===== src/rtl/deser_8.sv =====
// Receive end of the 8-bit register path: assembles an MSB-first serial byte,
// undoes the selected transform and holds the result on a valid/ready output.
module deser_8 #(
  parameter int NBITS = 8,
  parameter int CNT_W = 4
) (
  input  logic             clk_i,
  input  logic             rst_i,
  input  logic             start_i,
  input  logic [1:0]       mode_i,
  input  logic             sin_i,
  input  logic             sin_valid_i,
  output logic [NBITS-1:0] data_out_o,
  output logic             out_valid_o,
  input  logic             out_ready_i,
  output logic             busy_o,
  output logic             overrun_o
);

  // state | meaning
  // IDLE  | waiting for start, last byte still visible on data_out_o
  // SHIFT | collecting serial bits, gaps in sin_valid_i allowed
  // HOLD  | byte presented, waiting for out_ready_i; new bits are dropped
  typedef enum logic [1:0] {IDLE, SHIFT, HOLD} state_t;

  state_t             state_q, state_d;
  logic [NBITS-1:0]   raw_q, raw_d;
  logic [CNT_W-1:0]   count_q, count_d;
  logic [1:0]         mode_q, mode_d;
  logic [NBITS-1:0]   data_q, data_d;
  logic               valid_q, valid_d;
  logic               overrun_q, overrun_d;
  logic [NBITS-1:0]   raw_next;
  logic [NBITS-1:0]   decoded;

  assign raw_next = {raw_q[NBITS-2:0], sin_i};

  always_comb begin
    decoded = raw_next;
    unique case (mode_q)
      2'b00: decoded = raw_next;
      2'b01: for (int i = 0; i < NBITS; i++) decoded[i] = raw_next[NBITS-1-i];
      2'b10: decoded = {raw_next[4], raw_next[5], raw_next[6], raw_next[7],
                        raw_next[0], raw_next[1], raw_next[2], raw_next[3]};
      2'b11: decoded = {1'b0, raw_next[NBITS-1:1]};
      default: decoded = raw_next;
    endcase
  end

  always_comb begin
    state_d   = state_q;
    raw_d     = raw_q;
    count_d   = count_q;
    mode_d    = mode_q;
    data_d    = data_q;
    valid_d   = valid_q;
    overrun_d = overrun_q;
    unique case (state_q)
      IDLE: begin
        if (start_i) begin
          mode_d    = mode_i;
          raw_d     = '0;
          count_d   = '0;
          overrun_d = 1'b0;
          state_d   = SHIFT;
        end
      end
      SHIFT: begin
        if (sin_valid_i) begin
          raw_d = raw_next;
          if (count_q == CNT_W'(NBITS - 1)) begin
            data_d  = decoded;
            valid_d = 1'b1;
            count_d = '0;
            state_d = HOLD;
          end else begin
            count_d = count_q + 1'b1;
          end
        end
      end
      HOLD: begin
        if (sin_valid_i) overrun_d = 1'b1;
        if (out_ready_i) begin
          valid_d = 1'b0;
          state_d = IDLE;
        end
      end
      default: state_d = IDLE;
    endcase
  end

  always_ff @(posedge clk_i or posedge rst_i) begin
    if (rst_i) begin
      state_q   <= IDLE;
      raw_q     <= '0;
      count_q   <= '0;
      mode_q    <= 2'b00;
      data_q    <= '0;
      valid_q   <= 1'b0;
      overrun_q <= 1'b0;
    end else begin
      state_q   <= state_d;
      raw_q     <= raw_d;
      count_q   <= count_d;
      mode_q    <= mode_d;
      data_q    <= data_d;
      valid_q   <= valid_d;
      overrun_q <= overrun_d;
    end
  end

  assign data_out_o  = data_q;
  assign out_valid_o = valid_q;
  assign busy_o      = (state_q != IDLE);
  assign overrun_o   = overrun_q;

endmodule

===== config.mk =====
export PLATFORM = sky130hd
export DESIGN_NAME = deser_8
export DESIGN_NICKNAME = d
export VERILOG_FILES = /design/src/rtl/deser_8.sv
export SDC_FILE = /design/constraint.sdc
export NUM_CORES = 1
export LEC_CHECK = 0
export CAP_MARGIN = 40
export CORE_MARGIN = 2
export CORE_UTILIZATION = 50
export CTS_BUF_LIST = sky130_fd_sc_hd__clkbuf_8
export DETAILED_ROUTE_END_ITERATION = 7
export PLACE_DENSITY = 0.74
export SYNTH_ARGS = -nofsm -noshare
export SYNTH_HDL_FRONTEND = slang
export SYNTH_SLANG_ARGS = --single-unit

===== constraint.sdc =====
create_clock -name clk_i -period 1.9 [get_ports clk_i]
set_input_delay 0.285 -clock clk_i [delete_from_list [all_inputs] [get_ports clk_i]]
set_output_delay 0.285 -clock clk_i [all_outputs]
set_load 0.02 [all_outputs]

Word-level counts from Yosys, hierarchy flattened
Index checks and enable logic that the tools add are counted.
W data, S select, Z words.
- register bits: 25
- input port bits: 8
- output and inout bits: 11
- add/sub/neg operators: 1
- mux-type cells: 20
- equality and inequality tests: 11
- reductions and logical operators: 12
- operators by type and width (kind ; count):
    $pmux W8 S4 ; 1
    $mux W7 ; 2
    $pmux W7 S2 ; 1
    $mux W4 ; 3
    $ne A2 B2 Y1 const B ; 5
    $reduce_and A3 Y1 ; 3
    $mux W2 ; 4
    $pmux W4 S2 ; 1
    $reduce_and A4 Y1 ; 2
    $reduce_bool A2 Y1 ; 4
    $eq A2 B2 Y1 const B ; 3
    $pmux W2 S3 ; 1
    $mux W1 ; 5
    $add A4 B1 Y4 const B ; 1
    $eq A2 B1 Y1 const B ; 2
    $eq A4 B3 Y1 const B ; 1
    $logic_not A2 Y1 ; 2
    $pmux W1 S2 ; 2
    $reduce_and A2 Y1 ; 1

Logic depth before layout (Yosys ltp)
Gate-level depths: netlist of the first run.
- word-level depth: 4
- gate-level depth with buffers: 5

Worst setup path after synthesis of the first run
Ideal clock, no wire load.
- kind: register to register
- start point: reg count_q[0]
- end point: reg data_q[0], in the netlist data_out_o[0]
- arrival: 1375 ps
- data required time: 1775 ps
- period minus slack after synthesis: 1499 ps
- library setup time: 125 ps
- slack: 401 ps
- stages on the path, launching flop included: 5
- path through: dfrtp_1 > ha_1 > nand2_1 > nor3_4 > mux2_2
- cells in the longest elaborated chain, start to end: 2
- RTL lines (item ; RTL line ; RTL):
    start, declared ; 28 ; logic [CNT_W-1:0] count_q, count_d;
    start signal, assigned ; 104 ; count_q <= count_d;
    $eq A4 B3 Y1 ; 71 ; if (count_q == CNT_W'(NBITS - 1)) begin
    $reduce_and A3 Y1 (no line) ; n/a ;
    end signal, assigned ; 106 ; data_q <= data_d;
    end, declared ; 30 ; logic [NBITS-1:0] data_q, data_d;
Every way passes these cells.
A chain may end at the register's enable or synchronous reset.

Worst setup path in the final report of the first run
- start point: reg state_q[1]
- end point: out busy_o
- cells in the longest elaborated chain, start to end: 1
- RTL lines (item ; RTL line ; RTL):
    start, declared ; 26 ; state_t state_q, state_d;
    start signal, assigned ; 102 ; state_q <= state_d;
    $reduce_bool A2 Y1 ; 114 ; assign busy_o = (state_q != IDLE);
    end, declared ; 16 ; output logic busy_o,
Every way passes these cells.

==> results of run 1 <==
-- final cells by class --
class                      instances  area [µm²]  share of cell area
clock buffer                       3        41.3              0.0259
clock inverter                     1        3.75             0.00235
inverter                           5        18.8              0.0118
multi-input combinational         71         624               0.391
sequential                        25         626               0.392
tap                               30        37.5              0.0235
timing repair buffer              25         245               0.154
-- metrics by stage --
step,instance area [µm²],hold slack [ps],util
CTS,1600,379,0.650
finish,1600,368,0.650
global placement,1550,465,0.632
floorplan,1290,312,-
detailed placement,1550,471,0.632
global route,1600,415,0.650
-- sequential cells by signal, indices dropped and copies added (netlist names) --
register,count
count_q,4
data_out_o,8
mode_q,2
out_valid_o,1
overrun_o,1
raw_q,7
state_q,2
-- kinds of logic (layout without fill, tap and decap cells) --
group	count (synthesis)	after routing	synth area share
AOI/OAI and AO/OA	32	32	0.185
adders and majority gates	1	1	0.00969
buffers and inverters	10	34	0.0320
DFF	25	25	0.484
muxes	19	19	0.196
and+or+nand+nor	19	19	0.0930
-- report_power, final --
group / switching [mW] / internal [mW]
Sequential: 0.266 / 0.746
Combinational: 0.455 / 0.639
Clock: 0.158 / 0.144
-- path summary, 6_finish.rpt --
kind	end	cells past startpoint
setup / recovery	busy_o	2
hold / removal	data_out_o[6]	3
setup reg to reg	data_out_o[4]	5
hold reg to reg	out_valid_o	1
max in group asynchronous	raw_q[2]	3
min in group clk_i	out_valid_o	1
-- tightest hold or removal path, stage by stage --
cell and delay [ps]:
clkdlybuf4s50_1 400, inv_1 50, buf_4 300
-- placed cells by master, fill, tap and decap left out, drive strengths merged --
cell / netlist / layout
nor2: 3 / 3
clkinv: 1 / 1
o21bai: 2 / 2
a22o: 16 / 16
nand3: 2 / 2
mux2i: 5 / 5
nand2b: 1 / 1
mux2: 10 / 10
a31o: 1 / 1
inv: 4 / 5
buf: 3 / 7
a221o: 1 / 1
nand3b: 2 / 2
nor2b: 1 / 1
ha: 1 / 1
clkdlybuf4s50: 0 / 18
nand2: 6 / 6
a21oi: 4 / 4
nor4b: 1 / 1
o21ai: 6 / 6
or2: 1 / 1
a21o: 2 / 2
dfrtp: 25 / 25
clkbuf: 2 / 3
nor3: 2 / 2
mux4: 4 / 4
-- metal layers --
metal	routed length (µm)	vias up	share of wire
li1	-	447	-
met1	1100	445	0.45
met2	1260	14	0.52
met3	58	0	0.024
met4	0	0	0
met5	0	-	0
==> run summary, run 1 <==
post-synthesis cell type count -> 28
clock root cell -> clkbuf_8
global route total overflow -> 0
Clk Latency, worst-skew pair -> 270 ps
first-pass GRT wire length -> 3980 µm
critical path endpoint category -> output pin
initial antenna violation count -> 0
Die W -> 54.8 µm
clk slew on worst S/H paths -> 90 ps
mapped cell area -> 1290 µm²
TritonCTS Sinks -> 25
Syn Area/Cell -> 12.2 µm²
WP data required -> 1620 ps
FF-to-FF setup slack -> 300 ps
Hold Buf Count CTS -> 0
RSZ-0062 raised after global routing -> false
Antenna Cells -> 0
CP startpoint kind -> flop
Syn Inst Count -> 106
final setup violation count -> 0
most frequent cells after synthesis -> 25 x dfrtp_1, 16 x a22o_1, 8 x mux2_2
slowest CP cell -> clkdlybuf4s50_1
Crit Path Category -> flop to output pin
PnR worst setup slack -> 118 ps
Starting DRT DRC Count -> 19
CTS tree -> done
CP arrival -> 1500 ps
worst setup path startpoint -> state_q[1]
PnR Total Power -> 2.41 mW
final wirelength -> 2410 µm
status -> complete, no violations
remaining antenna violation count -> 0
CTS Buffer Depth -> 2
GRT busiest layer -> met2
Area Overhead vs Synth -> 23.6%
die area -> 3010 µm²
CP peak stage delay -> 540 ps
vias in the first global route -> 880
DRC -> 0
H-Tree Level Count -> 1
I/O Buffers -> 18
Max Slew Vio Count -> 0
sequential element share of the synthesized area -> 0.484
Max-Cap Viols -> 0
post-CTS setup buffer count -> 0
final period utilization -> 0.938
I/O Pins -> 19
Slew HR -> 0.719
die height -> 54.8 µm
Filler cells -> 194
async set-reset flop share out of synthesis -> 1.00
dpl ws -> 81.8 ps
ratio of cells with drive above 1 in the final layout -> 0.200
Yosys top cell area share -> 0.484
Syn Nets -> 115
GR Util met3 -> 0.0273
EDFF count, synth -> 0
Worst Tran Pin Value -> 422 ps
Top FF cell, synth -> dfrtp_1
Max FO, Critical Path -> 2
Pleak -> 0.724 nW
Yosys warnings -> 0
Buf/Inv on CP -> 1
Fin Setup TNS -> 0 ps
fmax -> 561 MHz
largest net degree at the start of global routing -> 26
worst r2r src -> count_q[1]
non-filler cells in the finished layout -> 160
final hold violation count -> 0
Site Rows -> 18
PwrDens -> 1510 nW/µm²
routability congestion estimate -> 0.718
ranking of synthesized cells by area -> dfrtp_1 48%, a22o_1 11%, mux2_2 7.0%
VDD IR max -> 798 µV
Cell Chain, Critical Path -> or2_2 > clkdlybuf4s50_1
Post-DP HPWL -> 1740 µm
vias -> 906
vias per std cell -> 5.66
Final nets -> 140
CTS Buf Count -> 3
Worst Skew -> 8.19 ps
kind of cell adding the most delay to the critical path -> buffers and inverters
cell taking the most area after synthesis -> dfrtp_1
cell with the most instances after synthesis -> dfrtp_1
minimum clock period -> 1780 ps
DP Cell Count -> 156
met2 usage -> 0.313
CORE AREA -> 2450 µm²
initial core utilization -> 0.526
Routed WL per cell -> 15.1 µm
met1 Use GR -> 0.243
Yosys reg bits -> 25
post_cts resized -> 0
Pre-Repair DR Iteration Count -> 4
Hold Path Class -> input pin to asynchronous set/reset pin
GRT Total Usage -> 0.186
(Power assumes the default switching activity.)
==> inputs of run 2 (changes only) <==
--- a/config.mk
+++ b/config.mk
@@ -6,9 +6,10 @@
 export NUM_CORES = 1
 export LEC_CHECK = 0
 export CAP_MARGIN = 40
-export CORE_MARGIN = 2
+export CORE_MARGIN = 10
 export CORE_UTILIZATION = 50
 export CTS_BUF_LIST = sky130_fd_sc_hd__clkbuf_8
+export CTS_CLUSTER_DIAMETER = 100
 export DETAILED_ROUTE_END_ITERATION = 7
 export PLACE_DENSITY = 0.74
 export SYNTH_ARGS = -nofsm -noshare
==> run summary, run 2 (synthesis results as in run 1) <==
Worst Tran Pin Value -> 447 ps (was 422 ps)
Final nets -> 140 (unchanged)
routability congestion estimate -> 0.757 (was 0.718)
Antenna Cells -> 0 (unchanged)
Clk Latency, worst-skew pair -> 260 ps (was 270 ps)
DP Cell Count -> 156 (unchanged)
CTS tree -> done (unchanged)
global route total overflow -> 0 (unchanged)
Logic pwr share -> 0.442 (was 0.454)
critical path endpoint category -> output pin (unchanged)
vias in the first global route -> 959 (was 880)
Sw Ratio -> 0.369 (was 0.365)
vias per std cell -> 5.70 (was 5.66)
Largest register FFs -> 8 (unchanged)
TritonCTS Sinks -> 25 (unchanged)
Slew HR -> 0.702 (was 0.719)
GRT Total Usage -> 0.107 (was 0.186)
CTS Buffer Depth -> 2 (unchanged)
Max Slew Vio Count -> 0 (unchanged)
status -> complete, no violations (unchanged)
Die W -> 70.8 µm (was 54.8 µm)
PwrDens -> 1510 nW/µm² (about the same)
Cell Chain, Critical Path -> or2_2 > dlygate4sd2_1 (was or2_2 > clkdlybuf4s50_1)
Max FO, Critical Path -> 9 (was 2)
die height -> 70.8 µm (was 54.8 µm)
reg2reg path depth -> 5 (unchanged)
Worst Skew -> 4.65 ps (was 8.19 ps)
RSZ-0062 raised after global routing -> false (unchanged)
clock root cell -> clkbuf_8 (unchanged)
slowest CP cell -> dfrtp_1 (was clkdlybuf4s50_1)
Area after DPL -> 1550 µm² (unchanged)
most frequent cells in the layout -> 25 x dfrtp_1, 17 x clkdlybuf4s50_1, 16 x a22o_1 (was 25 x dfrtp_1, 18 x clkdlybuf4s50_1, 16 x a22o_1)
Starting DRT DRC Count -> 35 (was 19)
PnR worst setup slack -> 224 ps (was 118 ps)
Hold Path Class -> input pin to asynchronous set/reset pin (unchanged)
WHS -> 370 ps (was 368 ps)
H-Tree Level Count -> 1 (unchanged)
WP data required -> 1620 ps (about the same)
I/O Pins -> 19 (unchanged)
final setup violation count -> 0 (unchanged)
Max-Cap Viols -> 0 (unchanged)
initial antenna violation count -> 0 (unchanged)
Routed WL per cell -> 16.3 µm (was 15.1 µm)
most common cell after layout, fill and taps aside -> dfrtp_1 (unchanged)
P_sw -> 0.890 mW (was 0.879 mW)
final hold violation count -> 0 (unchanged)
CP startpoint kind -> flop (unchanged)
Crit Path Category -> flop to output pin (unchanged)
Site Rows -> 18 (unchanged)
I/O Buffers -> 18 (unchanged)
Seq pwr share -> 0.434 (was 0.420)
Pleak -> 0.722 nW (was 0.724 nW)
DRC -> 0 (unchanged)
VDD IR max -> 1020 µV (was 798 µV)
final period utilization -> 0.882 (was 0.938)
largest net degree at the start of global routing -> 26 (unchanged)
final wirelength -> 2600 µm (was 2410 µm)
P_int -> 1.52 mW (was 1.53 mW)
Clk pwr share -> 0.123 (was 0.126)
first-pass GRT wire length -> 4600 µm (was 3980 µm)
Design Area, Final -> 1600 µm² (about the same)
die area -> 5020 µm² (was 3010 µm²)
fmax -> 597 MHz (was 561 MHz)
CTS Buf Count -> 3 (unchanged)
PnR Total Power -> 2.41 mW (about the same)
Fin Setup TNS -> 0 ps (unchanged)
CP arrival -> 1390 ps (was 1500 ps)
vias -> 912 (was 906)
CP peak stage delay -> 480 ps (was 540 ps)
CORE AREA -> 2480 µm² (was 2450 µm²)
dpl ws -> 127 ps (was 81.8 ps)
initial core utilization -> 0.521 (was 0.526)
Pre-Repair DR Iteration Count -> 4 (unchanged)
non-filler cells in the finished layout -> 160 (unchanged)
Post-DP HPWL -> 1960 µm (was 1740 µm)
ratio of cells with drive above 1 in the final layout -> 0.200 (unchanged)
clk slew on worst S/H paths -> 80 ps (was 90 ps)
Area Overhead vs Synth -> 23.5% (was 23.6%)
minimum clock period -> 1680 ps (was 1780 ps)
Util after Layout -> 0.644 (was 0.650)
remaining antenna violation count -> 0 (unchanged)
-- run 2: cell types whose count changed in the layout (fill, tap and decap cells not counted) --
cell / delta
dlygate4sd2_1: +1
clkdlybuf4s50_1: -1
-- run 2: layer usage --
layer  part of all wire  track usage  wire, µm
met1               0.44        0.125      1150
met2               0.50        0.180      1310
met5                  0            0         0
met3              0.048       0.0349       125
met4             0.0073       0.0344        19
-- run 2: path summary, 6_finish.rpt --
| kind | startpoint | slack [ps] | to |
|---|---|---|---|
| setup / recovery | state_q[0] | 220 | busy_o |
| setup reg to reg | state_q[0] | 310 | data_out_o[4] |
| hold reg to reg | out_valid_o | 490 | out_valid_o |
| min in group clk_i | out_valid_o | 490 | out_valid_o |
| hold / removal | rst_i | 370 | mode_q[0] |
| max in group asynchronous | rst_i | 1290 | raw_q[0] |
-- run 2: power by group through the flow --
stage	registers, mW	clock network, mW	logic, mW
after global placement	1.04	0	1.06
after CTS	1.04	0.308	1.08
after detailed placement	1.05	0	1.09
final	1.05	0.298	1.07
after floorplan	0.986	0	0.706
after global routing	1.09	0.331	1.16
-- run 2: area by class of cell --
type | count | area [µm²]
clock buffer | 3 | 41.3
clock inverter | 1 | 3.75
fill | 205 | 882
inverter | 5 | 18.8
multi-input combinational | 71 | 624
sequential | 25 | 626
tap | 30 | 37.5
timing repair buffer | 25 | 244
-- run 2: repair_timing --
item | 4_1_cts | 5_1_grt
setup endpoints to repair | 1 | 0
setup buffers | 0 | 0
hold endpoints to repair | 0 | 0
gates resized for setup | 1 | 0
hold buffers | 0 | 0
-- run 2: critical path, delay by kind of cell, from the launching register on --
family                 cells  cell delay [ps]
flip-flops                 1              480
AND/OR/NAND/NOR            1              320
buffers and inverters      1              330
